`config.mk`:
```
export PLATFORM = sky130hd
export DESIGN_NAME = led_pattern_gen
export DESIGN_NICKNAME = d
export VERILOG_FILES = /design/src/rtl/led_pattern_gen_pkg.sv /design/src/rtl/led_pattern_gen_tick_gen.sv /design/src/rtl/led_pattern_gen.sv
export SDC_FILE = /design/constraint.sdc
export NUM_CORES = 1
export LEC_CHECK = 0
export BUFFER_PORTS_ARGS = -buffer_cell sky130_fd_sc_hd__buf_2
export CORE_MARGIN = 5
export CORE_UTILIZATION = 50
export DETAILED_ROUTE_END_ITERATION = 16
export PLACE_DENSITY = 0.8
export SETUP_SLACK_MARGIN = 0.02
export SYNTH_ARGS = -nofsm -noshare
export SYNTH_HDL_FRONTEND = slang
export SYNTH_SLANG_ARGS = --single-unit
```
`constraint.sdc`:
```
create_clock -name clk -period 3.85 [get_ports clk]
set_input_delay 0.5775 -clock clk [delete_from_list [all_inputs] [get_ports clk]]
set_output_delay 0.5775 -clock clk [all_outputs]
set_load 0.01 [all_outputs]
```
`src/rtl/led_pattern_gen_pkg.sv`:
```
// led_pattern_gen_pkg: mode encodings and width helper shared by the LED pattern generator
package led_pattern_gen_pkg;

    typedef enum logic [1:0] {
        MODE_UP   = 2'b00,
        MODE_DOWN = 2'b01,
        MODE_SCAN = 2'b10,
        MODE_GRAY = 2'b11
    } mode_t;

    function automatic int clog2(input int v);
        int r;
        r = 0;
        for (int i = 0; i < 32; i++)
            if ((64'd1 << i) < 64'(v)) r = i + 1;
        return r;
    endfunction

endpackage

```
`src/rtl/led_pattern_gen_tick_gen.sv`:
```
// tick_gen: prescaler producing a one-cycle step enable every DIV enabled cycles
module tick_gen
    import led_pattern_gen_pkg::*;
#(
    parameter int DIV = 50000000
) (
    input  logic clk,
    input  logic rst,
    input  logic en,
    input  logic clr,
    output logic step
);

    localparam int PW = clog2(DIV) < 1 ? 1 : clog2(DIV);

    logic [PW-1:0] presc;

    assign step = en && (presc == PW'(DIV - 1));

    always_ff @(posedge clk) begin
        if (rst || clr || step)
            presc <= '0;
        else if (en)
            presc <= presc + PW'(1);
    end

endmodule

```
`src/rtl/led_pattern_gen.sv`:
```
// led_pattern_gen: prescaled LED pattern generator (up, down, bouncing scan, gray count)
module led_pattern_gen
    import led_pattern_gen_pkg::*;
#(
    parameter int WIDTH = 8,
    parameter int DIV   = 50000000
) (
    input  logic             clk,
    input  logic             rst,
    input  logic             en,
    input  logic [1:0]       mode,
    input  logic             load,
    input  logic [WIDTH-1:0] load_val,
    output logic [WIDTH-1:0] led,
    output logic             tick
);

    localparam int PW = clog2(WIDTH);

    logic             step;
    logic [WIDTH-1:0] cnt, cnt_nx, cnt_inc, led_nx;
    logic [PW-1:0]    pos, pos_nx, scan_pos;
    logic             dir, dir_nx, scan_dir;

    tick_gen #(.DIV(DIV)) u_tick (
        .clk  (clk),
        .rst  (rst),
        .en   (en),
        .clr  (load),
        .step (step)
    );

    // Scan bounces between the end bits without dwelling on them.
    always_comb begin
        cnt_inc  = cnt + WIDTH'(1);
        scan_pos = pos;
        scan_dir = dir;
        if (!dir) begin
            scan_pos = (pos == PW'(WIDTH - 1)) ? PW'(WIDTH - 2) : pos + PW'(1);
            scan_dir = (pos == PW'(WIDTH - 1));
        end else begin
            scan_pos = (pos == '0) ? PW'(1) : pos - PW'(1);
            scan_dir = (pos != '0);
        end
    end

    always_comb begin
        cnt_nx = cnt;
        pos_nx = pos;
        dir_nx = dir;
        led_nx = led;
        if (load) begin
            cnt_nx = load_val;
            pos_nx = '0;
            dir_nx = 1'b0;
            case (mode_t'(mode))
                MODE_SCAN: led_nx = WIDTH'(1);
                MODE_GRAY: led_nx = load_val ^ (load_val >> 1);
                default:   led_nx = load_val;
            endcase
        end else if (step) begin
            case (mode_t'(mode))
                MODE_UP: begin
                    cnt_nx = cnt_inc;
                    led_nx = cnt_inc;
                end
                MODE_DOWN: begin
                    cnt_nx = cnt - WIDTH'(1);
                    led_nx = cnt - WIDTH'(1);
                end
                MODE_GRAY: begin
                    cnt_nx = cnt_inc;
                    led_nx = cnt_inc ^ (cnt_inc >> 1);
                end
                MODE_SCAN: begin
                    pos_nx = scan_pos;
                    dir_nx = scan_dir;
                    led_nx = WIDTH'(1) << scan_pos;
                end
            endcase
        end
    end

    always_ff @(posedge clk) begin
        if (rst) begin
            cnt  <= '0;
            pos  <= '0;
            dir  <= 1'b0;
            led  <= '0;
            tick <= 1'b0;
        end else begin
            cnt  <= cnt_nx;
            pos  <= pos_nx;
            dir  <= dir_nx;
            led  <= led_nx;
            tick <= step && !load;
        end
    end

endmodule

```
==> flow_summary.toml, run 1 <==
[cells_and_area]
final_nets = 449
synthToLayoutAreaGrowth_pct = 6.53
drive_gt1_frac = 0.111
antenna_cells = 0
utilization = 0.540
fill_cells = 608
finalNonFillerCells = 502
regArea_um2 = 941
multi_input_area_mm2 = 0.00207

[pwr]
power_leakage_nw = 1.20
switching_share = 0.296
clockPowerShare = 0.328
p_sw_mw = 0.297
pwr-share-seq = 0.516
intPower_mw = 0.708
power_frac_comb = 0.156
vdd_drop_max_mv = 0.163
cellPowerDensity_mw_per_mm2 = 296

[sta]
worst_pin_slew_ns = 0.790
slew_headroom = 0.472
timing.setup.tns_ns = 0
setup_viol = 0
grt_setup_unrepaired = "no"
finalHoldViolCount = 0
worst_clock_skew_ns = 0.0177
slew_viol_final = 0
fin_crit_sh = 0.738
clock.fmax_ghz = 0.352
fin_hold_ws_ns = 0.504
fin_crit_ns = 2.84

[clock_network]
cts_buffers = 5
cts_tree = "done"
root_buffer = "clkbuf_8"
cts-resized-gates = 0
cts.sinks = 47
clk_path_buf_depth = 2
worstSkewPairLatency_ns = 0.32
htreeDepth = 2
post-cts-setup-buffers = 0
cts_hold_buf = 0
path_clk_slew_ns = 0.09

[synth]
synth_commonest_cells = "nor2_1 (57), dfxtp_1 (47), nand2_1 (39)"
ys_warn_count = 0
synth.distinct_cells = 56
ys_async_sr_fraction = 0
synth_cells = 421
synth_edf_count = 0
yosysTopAreaCell = "dfxtp_1"
yosysMostFrequentCell = "nor2_1"
syn-num-nets = 446
yosysTopAreaCellShare = 0.296
yosysSeqAreaShare = 0.296
synth.top_cells.by_area = "dfxtp_1 (30%), nor2_1 (6.7%), xor2_1 (6.1%)"
syn_area_mm2 = 0.00318
ys_ff_latch = 47
synth_area_per_cell_um2 = 7.56
ys.flop_type = "dfxtp_1"

[critical_path]
critPathCapture = "u_tick.presc[24]$_SDFFE_PP0P_"
start_kind = "flip-flop"
r2r-end = "u_tick.presc[24]$_SDFFE_PP0P_"
critPathCaptureType = "flip-flop"
worstPathArrival_ns = 3.01
path_class = "reg -> reg"
r2r_cells = 5
cp-startpoint = "u_tick.presc[17]$_SDFFE_PP0P_"
r2r_setup_slack_ns = 1.01
critPathRequiredTime_ns = 4.02
critical_path.max_fanout = 25
r2r-start = "u_tick.presc[17]$_SDFFE_PP0P_"

[drt]
postRouteAntennaNets = 0
drtPass1Iterations = 5
route.detailed.drc = 0
vias = 3030
drt_iter0_markers = 245
detail_route.wl_per_cell_um = 15.2
post_drt_via_cell_ratio = 6.04
routed_wirelength_um = 7650

[grt]
use_met2 = 0.305
grt_pass1_wl_um = 12900
grt.busiest_layer = "met2"
grt_max_degree = 26
grt_pass1_vias = 2863
overflow = 0
gr-usage-all-layers = 0.187
use_met1 = 0.237
use_met3 = 0.0417
antenna_found_initial = 0

[placed_design]
port_buffers = 22
gp_congestion = 0.894
dp_hpwl_um = 5470
place_inst = 494

[run]
drv_cap = 0

[floorplan]
core_region_area_mm2 = 0.00628
dieArea_mm2 = 0.00806
start_util = 0.507
die_h_um = 89.8
fp-row-count = 29
boundaryPins = 23
die_x_um = 89.8

[worst_hold_path]
hp-start = "led[5]$_SDFFE_PP0P_"
hp-class = "reg -> reg"

[outcome]
status = "complete, no violations"
per-stage QoR:
| step | power [mW] | cell area (µm²) | setup slack, ns |
|---|---|---|---|
| CTS | 1.01 | 3390 | 0.997 |
| detailed placement | 0.683 | 3290 | 0.916 |
| global placement | 0.677 | 3290 | 1.02 |
| global route | 1.05 | 3390 | 0.850 |
| finish | 1.00 | 3390 | 1.01 |
| floorplan | 0.637 | 3180 | 1.20 |
layout make-up:
class / count / area share
inverters: 13 / 0.0144
flip-flops and latches: 47 / 0.277
clock inverters: 2 / 0.00480
well taps: 77 / 0.0284
repair buffers: 25 / 0.0391
multi-input cells: 332 / 0.611
clock buffers: 6 / 0.0244
registers in the layout, summed over array words and instances, names as in the netlist:
register and count:
cnt 8, dir 1, led 8, pos 3
tick 1, u_tick.presc 26
placed cells by master (no fill, tap or decap), types with 10 or more instances in the layout:
master   instances
a21oi_1         25
o21ai_0         23
nand2_1         39
nor2_1          57
nor3_1          10
inv_1           12
dfxtp_1         47
ha_1            11
xor2_1          22
or3_1           11
nand3_1         17
buf_2           22
xnor2_1         21
metal layers:
layer	part of all wire	vias up
met3	0.066	14
met2	0.47	109
met1	0.44	1412
met5	0	-
li1	-	1495
met4	0.021	0
worst max-delay path, cell delays in order (launching register included):
cell     delay (ns)
dfxtp_1        0.41
or4b_1         0.45
or4_4          0.50
or3_2          0.58
nand2_1        0.64
nor2_1         0.11
cell families after synthesis:
kind of cell    Yosys count  synth area share
compound gates           90             0.183
xor+xnor                 43             0.118
fa+ha+maj                11            0.0432
buf+inv                  42            0.0531
flops                    47             0.296
mux                       7            0.0228
simple gates            181             0.284
how the worst min path moves through the flow:
stage          depth (start not counted)                            to
4_1_cts                                2           led[5]$_SDFFE_PP0P_
2_1_floorplan                          2  u_tick.presc[9]$_SDFFE_PP0P_
6_report                               2           led[5]$_SDFFE_PP0P_
3_5_place_dp                           2           led[5]$_SDFFE_PP0P_
3_3_place_gp                           2  u_tick.presc[9]$_SDFFE_PP0P_
5_1_grt                                2           led[5]$_SDFFE_PP0P_
power groups by stage:
stage	logic, mW	clock network [mW]	registers, mW
after floorplan	0.118	0	0.518
final	0.157	0.330	0.518
after global placement	0.149	0	0.528
after global routing	0.172	0.359	0.521
after CTS	0.154	0.339	0.518
after detailed placement	0.153	0	0.529
Power figures use the tool's default switching activity.
==> run 2, diff against run 1 <==
--- a/config.mk
+++ b/config.mk
@@ -9,7 +9,7 @@
 export CORE_MARGIN = 5
 export CORE_UTILIZATION = 50
 export DETAILED_ROUTE_END_ITERATION = 16
-export PLACE_DENSITY = 0.8
+export PLACE_DENSITY = 0.83
 export SETUP_SLACK_MARGIN = 0.02
 export SYNTH_ARGS = -nofsm -noshare
 export SYNTH_HDL_FRONTEND = slang
==> constraint.sdc (replaced) <==
create_clock -name clk -period 2.4 [get_ports clk]
set_input_delay 0.36 -clock clk [delete_from_list [all_inputs] [get_ports clk]]
set_output_delay 0.36 -clock clk [all_outputs]
set_load 0.01 [all_outputs]
==> run 2 against run 1 <==
The run now ends with negative setup slack left. Critical path depth unchanged. Die area stayed put. Final area up 6.6%. Non-clock buffer count is 25 higher. Worst setup slack worse by 1.1 ns. Register-to-register slack lost 1.1 ns. Count of clock-buffer cells in the layout fell by 1. Hold slack worse by 0.17 ns. Combinational power grew 81%. Core utilization increased by 3.5 points. Via count is 4.9% higher. Sequential power up 59%. Critical endpoint is now cnt[7]$_SDFFE_PP0P_. Highest routed layer unchanged.
==> flow_summary.toml, run 2 (same netlist as run 1, synthesis figures left out) <==
[outcome]
status = "complete, but fails checks"
violations = "negative setup slack"

[cells_and_area]
regMostFlops = "u_tick.presc"
final_cell_mix = "nor2_1 (57), dfxtp_1 (46), nand2_1 (38)"
multi_input_area_mm2 = 0.00210
largest_reg_flops = 26
regArea_um2 = 942
antenna_cells = 0
fill_cells = 592
top_regs = "u_tick.presc (26), cnt (8), led (8)"
drive_gt1_frac = 0.173
final_common_cell = "nor2_1"
final_nets = 475
synthToLayoutAreaGrowth_pct = 13.5

[sta]
setup_viol = 10
worst_pin_slew_ns = 0.525
fin_crit_ns = 2.49
grt_setup_unrepaired = "yes"
slew_viol_final = 0
timing.setup.tns_ns = -0.411
fin_crit_sh = 1.04
finalHoldViolCount = 0
fin_hold_ws_ns = 0.330
slew_headroom = 0.650
clock.fmax_ghz = 0.402
worst_clock_skew_ns = 0.0128
fin_ws_ns = -0.0858

[run]
drv_cap = 0

[drt]
postRouteAntennaNets = 0
routed_wirelength_um = 8160
drt_iter0_markers = 311
vias = 3177
detail_route.wl_per_cell_um = 15.5
post_drt_via_cell_ratio = 6.02
route.detailed.drc = 0
drtPass1Iterations = 5

[grt]
antenna_found_initial = 0
grt_max_degree = 26
grt_pass1_wl_um = 13500
overflow = 0
gr-usage-all-layers = 0.193
grt_pass1_vias = 2987

[critical_path]
worstPathArrival_ns = 2.71
path_class = "reg -> reg"
cp-startpoint = "u_tick.presc[10]$_SDFFE_PP0P_"
r2r_cells = 5
r2r-start = "u_tick.presc[10]$_SDFFE_PP0P_"
critPathCapture = "cnt[7]$_SDFFE_PP0P_"
start_kind = "flip-flop"
critical_path.max_fanout = 5
path_common_cell = "or4_4"
r2r_setup_slack_ns = -0.09
critPathCaptureType = "flip-flop"
critPathRequiredTime_ns = 2.62
cp_cell_sequence = "or4b_1 > or4_4 > or4_4 > or3_1 > a311oi_1"
max_stage_delay_ns = 0.49
r2r-end = "cnt[7]$_SDFFE_PP0P_"
cpMaxStageDelayCell = "or4b_1"

[pwr]
cellPowerDensity_mw_per_mm2 = 446
vdd_drop_max_mv = 0.334
power_mw = 1.61
power_leakage_nw = 1.34

[floorplan]
fp-row-count = 29
die_x_um = 89.8
boundaryPins = 23
dieArea_mm2 = 0.00806
die_h_um = 89.8
core_region_area_mm2 = 0.00628
start_util = 0.507

[placed_design]
dp_hpwl_um = 5860
port_buffers = 22
gp_congestion = 0.984

[clock_network]
cts_hold_buf = 0
path_clk_slew_ns = 0.10
htreeDepth = 2
post-cts-setup-buffers = 0
root_buffer = "clkbuf_8"
cts.sinks = 47
worstSkewPairLatency_ns = 0.32
cts_buffers = 5
cts_tree = "done"
clk_path_buf_depth = 2

[worst_hold_path]
hp-class = "in -> reg"
-- run 2: cell types whose count changed in the layout (fill, tap and decap cells not counted), sizes merged --
| cell | before | now |
|---|---|---|
| clkinvlp | 1 | 0 |
| clkbuf | 6 | 5 |
| inv | 12 | 13 |
| or4 | 4 | 5 |
| clkinv | 2 | 3 |
| buf | 25 | 50 |
-- run 2: metrics by stage --
stage	setup WS, ns	cell area, µm²	cells	utilization
floorplan	-0.0227	3180	421	-
global placement	-0.00143	3490	519	0.557
detailed placement	-0.0687	3490	519	0.557
CTS	-0.0863	3590	527	0.572
global route	-0.173	3610	528	0.576
finish	-0.0858	3610	528	0.576
-- run 2: worst min-delay path by stage --
| stage | from | end | slack, ns | cells past startpoint |
|---|---|---|---|---|
| 2_1_floorplan | u_tick.presc[9]$_SDFFE_PP0P_ | u_tick.presc[9]$_SDFFE_PP0P_ | 0.47 | 2 |
| 3_3_place_gp | led[5]$_SDFFE_PP0P_ | led[5]$_SDFFE_PP0P_ | 0.48 | 2 |
| 3_5_place_dp | led[4]$_SDFFE_PP0P_ | led[4]$_SDFFE_PP0P_ | 0.50 | 2 |
| 4_1_cts | load_val[0] | cnt[0]$_SDFFE_PP0P_ | 0.32 | 3 |
| 5_1_grt | load_val[0] | cnt[0]$_SDFFE_PP0P_ | 0.33 | 3 |
| 6_report | load_val[0] | cnt[0]$_SDFFE_PP0P_ | 0.33 | 3 |
-- run 2: area by class of cell --
| type | instances | share of cell area |
|---|---|---|
| clock buffer | 5 | 0.0190 |
| clock inverter | 3 | 0.00623 |
| inverter | 13 | 0.0135 |
| multi-input combinational | 333 | 0.582 |
| sequential | 47 | 0.261 |
| tap | 77 | 0.0267 |
| timing repair buffer | 50 | 0.0921 |
-- run 2: worst max-delay path: cells and delay by family, from the launching register on --
kind / cells / cell delay, ns
flops: 1 / 0.34
compound gates: 1 / 0.26
simple gates: 4 / 1.79
-- run 2: repair_timing --
item                       in CTS  in global routing
gates cloned                    0                  1
setup endpoints to repair      10                 41
resized for setup               2                  4
pin swaps                       0                  2
hold endpoints to repair        0                  0
-- run 2: power by group --
| part | internal (mW) | switching [mW] |
|---|---|---|
| logic | 0.119 | 0.165 |
| clock network | 0.209 | 0.293 |
| registers | 0.799 | 0.0258 |
| total | 1.13 | 0.484 |
-- run 2: metal layers --
layer,routed length (µm),global-route usage,up-vias
met1,3380,0.232,1488
li1,-,-,1548
met5,0,0,-
met2,4040,0.342,128
met3,612,0.0392,13
met4,125,0.0617,0
==> run 3, diff against run 2 <==
--- a/config.mk
+++ b/config.mk
@@ -9,7 +9,7 @@
 export CORE_MARGIN = 5
 export CORE_UTILIZATION = 50
 export DETAILED_ROUTE_END_ITERATION = 16
-export PLACE_DENSITY = 0.83
+export PLACE_DENSITY = 0.8
 export SETUP_SLACK_MARGIN = 0.02
 export SYNTH_ARGS = -nofsm -noshare
 export SYNTH_HDL_FRONTEND = slang
==> constraint.sdc (replaced) <==
create_clock -name clk -period 3.2 [get_ports clk]
set_input_delay 0.48 -clock clk [delete_from_list [all_inputs] [get_ports clk]]
set_output_delay 0.48 -clock clk [all_outputs]
set_load 0.01 [all_outputs]
==> run 3 against run 2 <==
The run now ends clean. Hold slack better by 0.10 ns. Global-route usage down 0.28 points. Non-clock buffer count down 25. Sequential power down 24%. Count of clock-buffer cells in the layout up 1. Clock skew down 0.0059 ns.
==> flow_summary.toml, run 3 (same netlist as run 1, synthesis figures left out) <==
[drt]
route.detailed.drc = 0
drtPass1Iterations = 4
detail_route.wl_per_cell_um = 15.1
vias = 2989
postRouteAntennaNets = 0
routed_wirelength_um = 7580
drt_iter0_markers = 378
post_drt_via_cell_ratio = 5.95

[clock_network]
path_clk_slew_ns = 0.09
root_buffer = "clkbuf_8"
cts_buffers = 5
cts_hold_buf = 0
post-cts-setup-buffers = 0
clk_path_buf_depth = 2
worstSkewPairLatency_ns = 0.31
cts.sinks = 47
cts_tree = "done"
htreeDepth = 2
cts-resized-gates = 0

[cells_and_area]
largest_reg_flops = 26
regMostFlops = "u_tick.presc"
antenna_cells = 0
final_area_mm2 = 0.00338
top_regs = "u_tick.presc (26), cnt (8), led (8)"
drive_gt1_frac = 0.108
final_cell_mix = "nor2_1 (57), dfxtp_1 (47), nand2_1 (39)"
synthToLayoutAreaGrowth_pct = 6.21
final_nets = 449
finalNonFillerCells = 502
final_common_cell = "nor2_1"
fill_cells = 621

[floorplan]
core_region_area_mm2 = 0.00628
start_util = 0.507
dieArea_mm2 = 0.00806
boundaryPins = 23
fp-row-count = 29
die_x_um = 89.8
die_h_um = 89.8

[grt]
grt_pass1_vias = 2813
gr-usage-all-layers = 0.191
grt_pass1_wl_um = 13100
overflow = 0
grt_max_degree = 26
antenna_found_initial = 0

[worst_hold_path]
hp-class = "in -> reg"
whs_endpoint = "cnt[0]$_SDFFE_PP0P_"
hp-start = "load_val[0]"
min_path_cells = 3

[critical_path]
path_class = "reg -> reg"
worstPathArrival_ns = 2.98
critical_path.max_fanout = 14
critPathRequiredTime_ns = 3.42
r2r_setup_slack_ns = 0.44
r2r-start = "u_tick.presc[10]$_SDFFE_PP0P_"
r2r-end = "cnt[4]$_SDFFE_PP0P_"
r2r_cells = 5
start_kind = "flip-flop"
critPathCaptureType = "flip-flop"

[placed_design]
dp_slack_ns = 0.478
place_inst = 494
dp_hpwl_um = 5490
gp_congestion = 0.883
dpl_cell_area_mm2 = 0.00329
port_buffers = 22

[outcome]
status = "complete, no violations"

[sta]
clock.fmax_ghz = 0.362
fin_hold_ws_ns = 0.432
finalHoldViolCount = 0
slew_headroom = 0.564
worst_pin_slew_ns = 0.654
timing.setup.tns_ns = 0
fin_crit_ns = 2.76
fin_crit_sh = 0.863
setup_viol = 0
slew_viol_final = 0
grt_setup_unrepaired = "no"
fin_ws_ns = 0.439
worst_clock_skew_ns = 0.00686

[run]
drv_cap = 0

[pwr]
cellPowerDensity_mw_per_mm2 = 350
power_leakage_nw = 1.19
vdd_drop_max_mv = 0.241
-- run 3: worst max-delay path, cell delays in order, from the launching register on --
cell and delay [ns]:
dfxtp_1 0.34, or4b_1 0.53, or4_4 0.51, or4_4 0.62
or3_1 0.38, a311oi_1 0.28
-- run 3: area by class of cell --
type                       count  area (µm²)  area share
sequential                    47         941       0.278
inverter                      13        48.8      0.0144
clock inverter                 2        16.3     0.00481
tap                           77        96.3      0.0285
multi-input combinational    332        2070       0.613
clock buffer                   6        72.6      0.0215
timing repair buffer          25         133      0.0392
-- run 3: worst max-delay path by stage --
stage | depth (start not counted) | end | startpoint
4_1_cts | 5 | cnt[4]$_SDFFE_PP0P_ | u_tick.presc[10]$_SDFFE_PP0P_
5_1_grt | 5 | cnt[4]$_SDFFE_PP0P_ | u_tick.presc[17]$_SDFFE_PP0P_
2_1_floorplan | 6 | cnt[6]$_SDFFE_PP0P_ | u_tick.presc[10]$_SDFFE_PP0P_
3_5_place_dp | 5 | cnt[4]$_SDFFE_PP0P_ | u_tick.presc[10]$_SDFFE_PP0P_
6_report | 5 | cnt[4]$_SDFFE_PP0P_ | u_tick.presc[10]$_SDFFE_PP0P_
3_3_place_gp | 5 | cnt[7]$_SDFFE_PP0P_ | u_tick.presc[10]$_SDFFE_PP0P_
-- run 3: metrics by stage --
| stage | utilization | power [mW] |
|---|---|---|
| 6_report | 0.539 | 1.18 |
| 5_1_grt | 0.539 | 1.24 |
| 4_1_cts | 0.539 | 1.19 |
| 3_5_place_dp | 0.524 | 0.820 |
| 3_3_place_gp | 0.524 | 0.815 |
| 2_1_floorplan | - | 0.766 |
-- run 3: power breakdown --
group | internal [mW] | switching (mW) | total [mW]
clock | 0.157 | 0.216 | 0.373
combinational | 0.0753 | 0.112 | 0.187
sequential | 0.599 | 0.0236 | 0.623
-- run 3: routing by layer --
| layer | GRT usage | wire, µm |
|---|---|---|
| met1 | 0.239 | 3220 |
| met2 | 0.307 | 3600 |
| met3 | 0.0342 | 467 |
| met4 | 0.105 | 296 |
| met5 | 0 | 0 |
